**config.mk**
```make
export PLATFORM = sky130hd
export DESIGN_NAME = board_input_conditioner
export DESIGN_NICKNAME = d
export VERILOG_FILES = /design/src/rtl/board_input_conditioner.sv
export SDC_FILE = /design/constraint.sdc
export NUM_CORES = 1
export LEC_CHECK = 0
export CAP_MARGIN = 20
export CORE_AREA = 5 5 172 174
export CTS_BUF_LIST = sky130_fd_sc_hd__clkbuf_2
export CTS_CLUSTER_SIZE = 16
export DETAILED_ROUTE_END_ITERATION = 16
export DIE_AREA = 0 0 177 179
export PLACE_DENSITY = 0.71
export SYNTH_ARGS = -nofsm -noshare
export SYNTH_HDL_FRONTEND = slang
export SYNTH_SLANG_ARGS = --single-unit
```
**constraint.sdc**
```tcl
create_clock -name clk_clk -period 6.15 [get_ports clk_clk]
set_clock_uncertainty 0.15 [all_clocks]
set_input_delay 1.23 -clock clk_clk [delete_from_list [all_inputs] [get_ports clk_clk]]
set_output_delay 1.23 -clock clk_clk [all_outputs]
set_load 0.02 [all_outputs]
```
**src/rtl/board_input_conditioner.sv**
```systemverilog
// Synchronises, debounces and edge-detects the raw DE1-SoC keys and switches
// feeding the soc_system board_key/board_sw conduit.
module board_input_conditioner #(
  parameter int unsigned DEBOUNCE_CYCLES = 500000,
  parameter int unsigned CNT_W           = 20
) (
  input  logic       clk_clk,
  input  logic       reset_reset_n,
  input  logic [3:0] key_n_raw,
  input  logic [9:0] sw_raw,
  output logic [3:0] board_key,
  output logic [9:0] board_sw,
  output logic [3:0] key_press,
  input  logic [3:0] key_press_clr,
  output logic       input_changed
);

  localparam int unsigned NumCh = 14;
  // Keys idle high on the pins; switches idle low. XOR with this also inverts the keys.
  localparam logic [NumCh-1:0] SyncRst = {10'b0, 4'hF};
  localparam logic [CNT_W-1:0] TermCnt = CNT_W'(DEBOUNCE_CYCLES - 1);

  logic [NumCh-1:0] raw;
  logic [NumCh-1:0] s1_q, s2_q;
  logic [NumCh-1:0] sync;
  logic [NumCh-1:0] stable_q, stable_d;
  logic [CNT_W-1:0] cnt_q [NumCh];
  logic [CNT_W-1:0] cnt_d [NumCh];
  logic [3:0]       press_ev;
  logic [3:0]       key_press_q, key_press_d;
  logic             changed_q, changed_d;

  assign raw  = {sw_raw, key_n_raw};
  assign sync = s2_q ^ SyncRst;

  always_ff @(posedge clk_clk or negedge reset_reset_n) begin
    if (!reset_reset_n) begin
      s1_q <= SyncRst;
      s2_q <= SyncRst;
    end else begin
      s1_q <= raw;
      s2_q <= s1_q;
    end
  end

  // Any return of sync to stable before terminal count restarts the count.
  always_comb begin
    stable_d = stable_q;
    for (int i = 0; i < NumCh; i++) begin
      cnt_d[i] = '0;
      if (sync[i] != stable_q[i]) begin
        if (cnt_q[i] == TermCnt) begin
          stable_d[i] = sync[i];
        end else begin
          cnt_d[i] = cnt_q[i] + CNT_W'(1);
        end
      end
    end
  end

  always_comb begin
    press_ev    = stable_d[3:0] & ~stable_q[3:0];
    key_press_d = press_ev | (key_press_q & ~key_press_clr);
    changed_d   = |(stable_d ^ stable_q);
  end

  always_ff @(posedge clk_clk or negedge reset_reset_n) begin
    if (!reset_reset_n) begin
      stable_q    <= '0;
      key_press_q <= '0;
      changed_q   <= 1'b0;
      for (int i = 0; i < NumCh; i++) begin
        cnt_q[i] <= '0;
      end
    end else begin
      stable_q    <= stable_d;
      key_press_q <= key_press_d;
      changed_q   <= changed_d;
      for (int i = 0; i < NumCh; i++) begin
        cnt_q[i] <= cnt_d[i];
      end
    end
  end

  assign board_key     = stable_q[3:0];
  assign board_sw      = stable_q[13:4];
  assign key_press     = key_press_q;
  assign input_changed = changed_q;

endmodule

```
# ---- Word-level counts from Yosys, hierarchy flattened
# Cells that the tools add are included.
dict set report classes {
  reduce_logical 1
  div 0
  n_mul 0
  n_shift 0
  n_addsub 14
  n_eq_ne 28
  bitwise_logic 7
  n_lt_le_gt_ge 0
  mux 56
}
# operator n
set op_table {}
lappend op_table {{two-way mux 20 bit} 28}
lappend op_table {{adder 20 x 1 -> 20 bit (second input constant)} 14}
lappend op_table {{== test 20 x 19 -> 1 bit (second input constant)} 14}
lappend op_table {{two-way mux 1 bit} 28}
lappend op_table {{!= test 1 bit} 14}
lappend op_table {{OR reduction 14 bit} 1}
lappend op_table {{bitwise XOR 14 bit} 1}
lappend op_table {{inverter 4 bit} 3}
lappend op_table {{bitwise AND 4 bit} 2}
lappend op_table {{OR 4 bit} 1}
dict set report totals {
  reg_bits 327
  ram_bits 0
  latch_bits 0
  word_cells 125
  input_bits 20
  out_inout_bits 19
  memories 0
  rom_bits 0
}

# ---- Depth between registers and ports, before layout
# Gate-level depths: netlist of the first run.
dict set report depth {
  ltp_word 5
  mapped_depth 10
  depth_no_buf 10
}

# ---- Least setup slack after synthesis of the first run
# OpenSTA, ideal clock, no wires.
dict set report synth_path {
  path_kind {reg-to-reg}
  startpoint {register cnt_q[232] (netlist name)}
  endpoint {register changed_q, in the netlist input_changed}
  stages_incl_launch_ff 10
  setup_slack_ns 3.787
  period_less_slack_ns 2.363
  t_required_ns 5.860
  arrival_time_ns 2.073
  setup_ns 0.140
  n_path_buf 0
  cell_sequence {dfrtp_1 -> nor4_1 -> nand4_1 -> nor4bb_1 -> mux2i_1 -> ha_1 -> and4_1 -> o21ai_0 -> a221oi_1 -> nand4_1}
}
dict set report synth_between {
  elab_chain_cells 5
}
# item line
set synth_lines {}
lappend synth_lines {{start, declared} 27} ;# logic [CNT_W-1:0] cnt_q [NumCh];
lappend synth_lines {{start signal, assigned by index} 80} ;# cnt_q[i] <= cnt_d[i];
lappend synth_lines {{== test 20 x 19 -> 1 bit} 52} ;# if (cnt_q[i] == TermCnt) begin
lappend synth_lines {{two-way mux 1 bit} 52}
lappend synth_lines {{two-way mux 1 bit} 51} ;# if (sync[i] != stable_q[i]) begin
lappend synth_lines {{named net stable_d[2]} 26} ;# logic [NumCh-1:0] stable_q, stable_d;
lappend synth_lines {{bitwise XOR 14 bit} 64} ;# changed_d = |(stable_d ^ stable_q);
lappend synth_lines {{OR reduction 14 bit} 64}
lappend synth_lines {{named net changed_d} 31} ;# logic changed_q, changed_d;
lappend synth_lines {{end signal, assigned} 78} ;# changed_q <= changed_d;
lappend synth_lines {{end, declared} 31}
# The timed path passes the listed nets, and every way through them passes these cells.

# ---- Worst setup path in the final report of the first run
dict set report layout_path {
  startpoint {register stable_q[9]}
  endpoint {output port board_sw[5]}
}
# item line
set layout_rtl {}
lappend layout_rtl {{start, declared} 26}
lappend layout_rtl {{start signal, assigned} 76} ;# stable_q <= stable_d;
lappend layout_rtl {{end, declared} 12} ;# output logic [9:0] board_sw,
# No word-level cell between the ends.

==> results.md, run 1 <==
- Status: completed
- Sink Count: 327
- Worst hold-check path type: reg2reg
- Slew margin rel.: 40.4%
- GPL Wtd Cong: 0.804
- Fillers: 2428
- Tot Pwr: 0.00392 W
- Post-Syn Area: 15100 sq um
- Maximum vdd ir drop: 0.000146 V
- Std cell rows: 61
- End of the critical path: board_sw[5]
- R2R cell count: 9
- Hold-fix buffers, CTS: 0
- Start of the worst register-to-register path: cnt_q[232]$_DFF_PN0_
- Port-buffer cells: 38
- DP HPWL: 17600 um
- RR Endpoint: input_changed$_DFF_PN0_
- Postcts setup bufs: 0
- R2r setup slk: 3300 ps
- RSZ-0062 raised after global routing: no
- Crit path cell chain: clkdlybuf4s50_1
- Total number of cells along the worst setup path: 1
- Critical path buffers and inverters: 1
- Max Root-Sink Buffers: 3
- Fmax: 301 MHz
- Tcrit/Tclk final: 54.1%
- Largest net degree at the start of global routing: 136
- CORE AREA: 27600 sq um
- Vias in the first global route: 10500
- Final Routed Wirelength: 27100 um
- Hold Fails Final Rpt: 0
- DRC: 0
- Commonest non-fill, non-tap cell in the layout: nor2_1
- Setup crit end kind: output pin
- # setup viols final: 0
- Routed len/inst: 13.2 um
- CTS tree: yes
- Max-slew violations: 0
- Crit start category: flop
- Overflow left after global routing: 0
- Measured slew at the worst slew-check pin: 887 ps
- Crit Path Max Fanout: 3
- Delay-heaviest family, CP: buffers and inverters
- Post-synthesis sequential area ratio: 54.4%
- Initial antenna violation count: 1
- Cell Pwr Density: 235 nW/um^2
- Max_cap viols: 0
- Vias/cell: 5.18
- CTS clk-pin slew, worst paths: 110 ps
- Die W: 177 um
- Syn_nets: 1536
- Share of layout cells above drive strength 1: 10.5%
- Crit path largest cell delay: 640 ps
- Post-cts repair resize count: 0
- Mean Syn Cell Area: 10.1 sq um
- Initial DRT Pass Iterations: 5
- Area of the multi-input gates: 6550 sq um
- DR iter-0 viols: 529
- Tot GR Track Use: 17.8%
- Slowest cell on the critical path: clkdlybuf4s50_1
- Distinct cells, synth: 40
- WP data required: 4770 ps
- Layout Utilization: 60.3%
- TNS Setup: 0 ps
- Crit Path Category: reg2out
- Post-Layout Cell Count: 2047
- Via count: 10600
- Lkg Pwr: 7.23 nW
- Post-Synthesis Cells: 1498
- Nets: 1634
- Critical path launch point: stable_q[9]$_DFF_PN0_
- Ys Warns: 0
- Antenna viol nets, final: 0
- Htree depth: 3
- CTS Buf Count: 88
- Storage cell area: 8190 sq um
- Minimum clock period: 3320 ps
- Most frequent cells in the layout: 336 x nor2_1, 319 x dfrtp_1, 131 x xor2_1, 131 x xnor2_1, 127 x clkbuf_2
- Die height: 179 um
- P&R area growth vs syn: 10.6%
- Die footprint: 31700 sq um
- Clock latency on the worst-skew pair: 870 ps
- Worst path setup slack after routing: 2830 ps
- CTS Root Cell: clkbuf_2
- CP Data Arrival Time: 1940 ps
- Starting Density: 54.5%
- Flops & latches, synth: 327
- I/O Pins: 39
- Placed Cells: 1884
- DP Worst Slack: 3260 ps
- Global-route wire length before repair: 47600 um
==> cell families (layout without fill, tap and decap cells) <==
logic type	count (synthesis)	after routing	share of synthesized area, %
compound gates	17	17	0.690
fa+ha+maj	18	18	1.50
flops	327	327	54.4
mux	13	13	0.947
simple gates	783	783	25.1
xor+xnor	262	262	15.2
buf+inv	78	248	2.14
other cells	0	1	0
==> how the worst min path moves through the flow <==
stage | startpoint | endpoint | slack, ps | cells past startpoint
6_report | s1_q[1]$_DFF_PN1_ | s2_q[1]$_DFF_PN1_ | 160 | 0
5_1_grt | s1_q[1]$_DFF_PN1_ | s2_q[1]$_DFF_PN1_ | 190 | 0
4_1_cts | s1_q[1]$_DFF_PN1_ | s2_q[1]$_DFF_PN1_ | 160 | 0
3_5_place_dp | s1_q[9]$_DFF_PN0_ | s2_q[9]$_DFF_PN0_ | 190 | 0
3_3_place_gp | s1_q[11]$_DFF_PN0_ | s2_q[11]$_DFF_PN0_ | 180 | 0
2_1_floorplan | s1_q[10]$_DFF_PN0_ | s2_q[10]$_DFF_PN0_ | 180 | 0
==> where the power goes <==
group          leakage (nW)  internal, W  switching, W
Combinational          2.14    0.0000410     0.0000924
Clock                 0.633     0.000684      0.000890
Sequential             4.46      0.00218     0.0000274
==> through the flow <==
| step | area [sq um] | hold slack, ps |
|---|---|---|
| after floorplan | 15100 | 181 |
| after global placement | 15800 | 183 |
| after detailed placement | 15800 | 186 |
| after CTS | 16700 | 160 |
| after global routing | 16700 | 187 |
| final | 16700 | 165 |
==> layer usage <==
metal  share of wire, %  track usage, %  vias to the layer above
met5                  0               0                        -
met4                1.9            7.03                        0
met3                3.9            4.09                       48
met2                 47            28.5                      145
met1                 48            23.7                     5105
li1                   -               -                     5300
==> flip-flops by register name (all words and copies together) (netlist names) <==
signal and count:
cnt_q 280, input_changed 1, s1_q 14, stable_q 14, s2_q 14, key_press 4
==> cell type report <==
class / instances / area share (%)
flip-flops and latches: 327 / 49.2
multi-input cells: 1093 / 39.3
clock buffers: 127 / 3.81
well taps: 378 / 2.84
repair buffers: 42 / 2.57
clock inverters: 35 / 1.32
inverters: 44 / 0.991
diodes: 1 / 0.0150
==> cells in the mapped netlist <==
cell type | n | area (sq um)
nor3_1 | 56 | 280
nor4b_1 | 11 | 96.3
a21oi_1 | 5 | 25.0
nand2b_1 | 4 | 25.0
a221oi_1 | 1 | 8.76
nand4_1 | 77 | 482
ha_1 | 18 | 225
inv_1 | 44 | 165
buf_1 | 1 | 3.75
clkbuf_1 | 20 | 75.1
and4_1 | 23 | 201
nor2b_1 | 2 | 12.5
a22oi_1 | 1 | 7.51
nor4bb_1 | 3 | 30.0
o21ai_1 | 1 | 5.00
dfstp_2 | 8 | 210
or4b_2 | 3 | 30.0
xnor2_1 | 131 | 1150
nor2_2 | 1 | 6.26
nand4bb_1 | 1 | 11.3
buf_2 | 11 | 55.1
nor4_1 | 29 | 181
or4b_1 | 1 | 10.0
and3_1 | 27 | 169
nand2_1 | 90 | 338
o21ai_0 | 4 | 20.0
nor2_1 | 336 | 1260
or4_1 | 7 | 52.6
and2_1 | 4 | 25.0
a21o_1 | 4 | 30.0
buf_6 | 2 | 22.5
mux2_2 | 10 | 113
mux2i_1 | 3 | 30.0
or2_1 | 1 | 6.26
or2_2 | 11 | 68.8
xor2_1 | 131 | 1150
nand3_1 | 87 | 435
or3_1 | 9 | 56.3
o31ai_1 | 1 | 7.51
dfrtp_1 | 319 | 7980
(Power assumes the default switching activity.)
==> inputs of run 2 (changes only) <==
PLACE_DENSITY = 0.74   (was 0.71)
clock period = 3 ns   (was 6.15 ns; I/O delays follow)
==> results.md, run 2 (synthesis gave the netlist of run 1 again) <==
- Psw: 0.00204 W (was 0.00101 W)
- Crit start category: flop (unchanged)
- CTS Buf Count: 85 (was 88)
- Switch share: 26.0% (was 25.8%)
- Fmax: 364 MHz
- Status: completed (unchanged)
- GPL Wtd Cong: 0.820 (was 0.804)
- Die height: 179 um (unchanged)
- # setup viols final: 0 (unchanged)
- Hold slack: 119 ps (was 165 ps)
- Htree depth: 3 (unchanged)
- Lkg Pwr: 7.28 nW (was 7.23 nW)
- Tot GR Track Use: 17.8% (about the same)
- Overflow left after global routing: 0 (unchanged)
- Initial DRT Pass Iterations: 6 (was 5)
- Crit Path Max Fanout: 3 (unchanged)
- Minimum clock period: 2750 ps
- Max_cap viols: 0 (unchanged)
- CTS tree: yes (unchanged)
- Int Pwr: 0.00579 W (was 0.00291 W)
- DR iter-0 viols: 603 (was 529)
- Layout Utilization: 60.9% (was 60.3%)
- Max-slew violations: 0 (unchanged)
- Hold Fails Final Rpt: 0 (unchanged)
- Tot Pwr: 0.00783 W (was 0.00392 W)
- Maximum vdd ir drop: 0.000280 V (was 0.000146 V)
- Initial antenna violation count: 1 (unchanged)
- Die W: 177 um (unchanged)
- Sequential power share: 57.9% (was 56.4%)
- DP HPWL: 17700 um (was 17600 um)
- Cell Pwr Density: 465 nW/um^2 (was 235 nW/um^2)
- CTS clk-pin slew, worst paths: 110 ps (about the same)
- Routed len/inst: 13.2 um (about the same)
- Finished layout cell area: 16800 sq um (was 16700 sq um)
- Setup crit end kind: flop (was output pin)
- Tcrit/Tclk final: 91.5%
- Vias in the first global route: 10700 (was 10500)
- CORE AREA: 27600 sq um (unchanged)
- Sink Count: 327 (unchanged)
- P&R area growth vs syn: 11.7% (was 10.6%)
- Worst hold-check path type: in2reg (was reg2reg)
- Share of layout cells above drive strength 1: 10.3% (was 10.5%)
- Clock power share: 38.2% (was 40.2%)
- WP data required: 3510 ps (was 4770 ps)
- Max Root-Sink Buffers: 3 (unchanged)
- Commonest non-fill, non-tap cell in the layout: nor2_1 (unchanged)
- Nets: 1652 (was 1634)
- Measured slew at the worst slew-check pin: 895 ps (was 887 ps)
- Slew margin rel.: 39.5% (was 40.4%)
- Antenna viol nets, final: 0 (unchanged)
- Placed Instance Area: 15900 sq um (was 15800 sq um)
- Port-buffer cells: 38 (unchanged)
- Vias/cell: 5.17 (was 5.18)
- Combinational share of power: 3.9% (was 3.4%)
- I/O Pins: 39 (unchanged)
- Clock latency on the worst-skew pair: 850 ps (was 870 ps)
- Crit Path Category: reg2reg (was reg2out)
- Via count: 10600 (about the same)
- Largest net degree at the start of global routing: 78 (was 136)
- CTS Root Cell: clkbuf_2 (unchanged)
- Largest Register: cnt_q (unchanged)
- Max reg flops: 280 (unchanged)
- Global-route wire length before repair: 48100 um (was 47600 um)
- CP Data Arrival Time: 3260 ps (was 1940 ps)
- TNS Setup: 0 ps (unchanged)
- Die footprint: 31700 sq um (unchanged)
- Starting Density: 54.5% (unchanged)
- Most frequent cells in the layout: 336 x nor2_1, 319 x dfrtp_1, 131 x xor2_1, 131 x xnor2_1, 113 x clkbuf_2 (was 336 x nor2_1, 319 x dfrtp_1, 131 x xor2_1, 131 x xnor2_1, 127 x clkbuf_2)
- Final Routed Wirelength: 27100 um (about the same)
- Std cell rows: 61 (unchanged)
- RSZ-0062 raised after global routing: no (unchanged)
- DRC: 0 (unchanged)
## run 2: layer usage
layer / GRT usage (%) / routed length (um)
met2: 28.0 / 12500
met3: 3.52 / 783
met4: 6.00 / 430
met5: 0 / 0
met1: 25.0 / 13500
## run 2: area by class of cell
cell class,count,area (sq um)
diodes,1,2.50
inverters,44,165
multi-input cells,1093,6560
fillers,2419,10800
clock buffers,113,566
well taps,378,473
repair buffers,63,656
flip-flops and latches,327,8190
clock inverters,38,208
## run 2: power groups by stage
| stage | logic [W] | clock network [W] | registers (W) |
|---|---|---|---|
| 2_1_floorplan | 0.000145 | 0 | 0.00460 |
| 3_3_place_gp | 0.000294 | 0 | 0.00461 |
| 3_5_place_dp | 0.000299 | 0 | 0.00462 |
| 4_1_cts | 0.000309 | 0.00315 | 0.00453 |
| 5_1_grt | 0.000357 | 0.00340 | 0.00454 |
| 6_report | 0.000303 | 0.00299 | 0.00453 |
## run 2: critical path, stage by stage, from the launching register on
cell      delay, ps
dfrtp_1         410
nor4_1          300
nand4_1         130
nor4_1          440
mux2i_1         160
ha_1            320
and4_1          220
o21ai_0          90
a221oi_1        210
nand4_1         120
## run 2: path summary, 6_finish.rpt
check                      cells past startpoint                      end                 start  slack, ps
max                                            9  input_changed$_DFF_PN0_  cnt_q[250]$_DFF_PN0_        250
min                                            1       s1_q[10]$_DFF_PN0_             sw_raw[6]        120
max reg2reg                                    9  input_changed$_DFF_PN0_  cnt_q[250]$_DFF_PN0_        250
min reg2reg                                    0       s2_q[11]$_DFF_PN0_    s1_q[11]$_DFF_PN0_        200
max in group asynchronous                      3        s1_q[2]$_DFF_PN1_         reset_reset_n       1640
min in group asynchronous                      2     cnt_q[270]$_DFF_PN0_         reset_reset_n        170
## run 2: per-stage QoR
stage | worst slack (ps) | cells
after CTS | 173 | 2051
final | 254 | 2057
after global placement | 313 | 1892
after detailed placement | 252 | 1892
after global routing | 51.8 | 2057
after floorplan | 637 | 1498
## run 2: timing repair
action                     CTS  global route
setup endpoints to repair    0             1
buffers inserted             0             0
hold buffers                 8             5
hold endpoints to repair    89             5
resized for setup            0             2
==> inputs of run 3 (changes only) <==
SETUP_SLACK_MARGIN = 0.2   (was default)
==> results.md, run 3 (synthesis gave the netlist of run 1 again) <==
- # setup viols final: 0 (unchanged)
- Std cell rows: 61 (unchanged)
- Int Pwr: 0.00579 W (about the same)
- Largest net degree at the start of global routing: 78 (unchanged)
- Minimum clock period: 2680 ps (was 2750 ps)
- R2R cell count: 9 (unchanged)
- Vias/cell: 5.17 (about the same)
- Start of the worst register-to-register path: cnt_q[212]$_DFF_PN0_ (was cnt_q[250]$_DFF_PN0_)
- TNS Setup: 0 ps (unchanged)
- Slew margin rel.: 41.6% (was 39.5%)
- Routed len/inst: 13.3 um (was 13.2 um)
- Clock latency on the worst-skew pair: 850 ps (about the same)
- Met3 WL: 854 um (was 783 um)
- Hold Path End: s1_q[10]$_DFF_PN0_ (unchanged)
- Hold Fails Final Rpt: 0 (unchanged)
- Finished layout cell area: 16900 sq um (was 16800 sq um)
- Clock power share: 38.2% (about the same)
- DRC: 0 (unchanged)
- Max reg flops: 280 (unchanged)
- GPL Wtd Cong: 0.820 (unchanged)
- Most frequent cells in the layout: 336 x nor2_1, 317 x dfrtp_1, 131 x xor2_1, 131 x xnor2_1, 113 x clkbuf_2 (was 336 x nor2_1, 319 x dfrtp_1, 131 x xor2_1, 131 x xnor2_1, 113 x clkbuf_2)
- Tot GR Track Use: 17.8% (unchanged)
- Initial DRT Pass Iterations: 5 (was 6)
- Combinational share of power: 3.9% (about the same)
- RR Endpoint: input_changed$_DFF_PN0_ (unchanged)
- CTS Buf Count: 85 (unchanged)
- Worst hold-check path type: in2reg (unchanged)
- Top Layer Used: met4 (unchanged)
- Vias in the first global route: 10700 (unchanged)
- Crit start category: flop (unchanged)
- Switch share: 26.0% (about the same)
- Cell Pwr Density: 463 nW/um^2 (was 465 nW/um^2)
- Port-buffer cells: 38 (unchanged)
- Metal1 wirelength: 13500 um (about the same)
- Placed Instance Area: 15900 sq um (unchanged)
- DP HPWL: 17700 um (unchanged)
- Antenna viol nets, final: 0 (unchanged)
- Maximum vdd ir drop: 0.000280 V (about the same)
- CTS tree: yes (unchanged)
- RSZ-0062 raised after global routing: yes (was no)
- P&R area growth vs syn: 12.3% (was 11.7%)
- Sequential power share: 57.9% (about the same)
- Setup crit end kind: flop (unchanged)
- Crit Path Category: reg2reg (unchanged)
- Met2 WL: 12600 um (was 12500 um)
- Via count: 10600 (about the same)
- Die W: 177 um (unchanged)
- CP Data Arrival Time: 3190 ps (was 3260 ps)
- Crit Path Max Fanout: 4 (was 3)
- I/O Pins: 39 (unchanged)
- Lkg Pwr: 7.38 nW (was 7.28 nW)
- Psw: 0.00204 W (about the same)
- Sink Count: 327 (unchanged)
- R2r setup slk: 320 ps (was 250 ps)
- Htree depth: 3 (unchanged)
- Status: completed (unchanged)
- Tcrit/Tclk final: 89.4% (was 91.5%)
- Share of layout cells above drive strength 1: 10.8% (was 10.3%)
- Initial antenna violation count: 1 (unchanged)
- Global-route wire length before repair: 48100 um (unchanged)
- Starting Density: 54.5% (unchanged)
- Hold depth: 1 (unchanged)
- Max-slew violations: 0 (unchanged)
- DR iter-0 viols: 604 (was 603)
- Measured slew at the worst slew-check pin: 864 ps (was 895 ps)
- Die footprint: 31700 sq um (unchanged)
- Nets: 1655 (was 1652)
- Hold Path Origin: sw_raw[6] (unchanged)
- Overflow left after global routing: 0 (unchanged)
- WP data required: 3510 ps (about the same)
- Commonest non-fill, non-tap cell in the layout: nor2_1 (unchanged)
- Largest Register: cnt_q (unchanged)
- Max Root-Sink Buffers: 3 (unchanged)
- CTS Root Cell: clkbuf_2 (unchanged)
- Max_cap viols: 0 (unchanged)
- CTS clk-pin slew, worst paths: 100 ps (was 110 ps)
- CORE AREA: 27600 sq um (unchanged)
- Die height: 179 um (unchanged)
- Fmax: 373 MHz (was 364 MHz)
- Final Routed Wirelength: 27300 um (was 27100 um)
run 3: changes by cell type in the layout (fill, tap and decap cells not counted), sizes merged:
| cell | before | now |
|---|---|---|
| dlymetal6s2s | 0 | 3 |
| dlygate4sd2 | 0 | 1 |
| clkdlybuf4s50 | 37 | 33 |
| buf | 13 | 16 |
run 3: worst max-delay path by stage:
stage / from / endpoint / slack [ps] / cells after the start
6_report: cnt_q[212]$_DFF_PN0_ / input_changed$_DFF_PN0_ / 320 / 9
5_1_grt: cnt_q[212]$_DFF_PN0_ / input_changed$_DFF_PN0_ / 120 / 9
4_1_cts: cnt_q[250]$_DFF_PN0_ / input_changed$_DFF_PN0_ / 210 / 9
3_5_place_dp: cnt_q[272]$_DFF_PN0_ / input_changed$_DFF_PN0_ / 250 / 9
3_3_place_gp: cnt_q[272]$_DFF_PN0_ / input_changed$_DFF_PN0_ / 310 / 9
2_1_floorplan: cnt_q[232]$_DFF_PN0_ / input_changed$_DFF_PN0_ / 640 / 9
run 3: critical path: stages (launching register included):
cell      delay, ps
dfrtp_1         420
nor4_1          300
nand4_1         210
nor4_4          370
mux2i_1         140
ha_1            280
and4_1          220
o21ai_0          90
a221oi_1        210
nand4_1         130
run 3: layout make-up:
type	instances	area, sq um
fill	2405	10700
sequential	327	8200
multi-input combinational	1093	6620
timing repair buffer	66	684
clock buffer	113	566
tap	378	473
clock inverter	38	208
inverter	44	165
antenna	1	2.50
run 3: power groups by stage:
stage / Clock [W] / Sequential, W / Combinational, W
after global placement: 0 / 0.00461 / 0.000294
after detailed placement: 0 / 0.00462 / 0.000299
after global routing: 0.00340 / 0.00454 / 0.000357
after floorplan: 0 / 0.00460 / 0.000145
final: 0.00299 / 0.00453 / 0.000303
after CTS: 0.00315 / 0.00453 / 0.000309
run 3: stage by stage:
step	instances	utilization [%]	total power [W]	worst slack (ps)	hold slack (ps)
after global routing	2060	61.2	0.00830	115	3.51
after floorplan	1498	-	0.00475	637	154
final	2060	61.2	0.00783	318	123
after global placement	1892	57.6	0.00491	313	182
after CTS	2051	60.6	0.00799	209	2.53
after detailed placement	1892	57.6	0.00491	252	188
run 3: what timing repair did:
action	in CTS	in global routing
setup buffers	0	3
hold buffers	8	5
setup endpoints to repair	1	4
pin swaps	0	7
hold endpoints to repair	89	5
gates resized for setup	1	15
run 3: layer usage:
layer / up-vias / track usage, %
li1: 5330 / -
met1: 5119 / 25.0
met2: 156 / 28.0
met3: 43 / 3.52
met4: 0 / 6.00
met5: - / 0
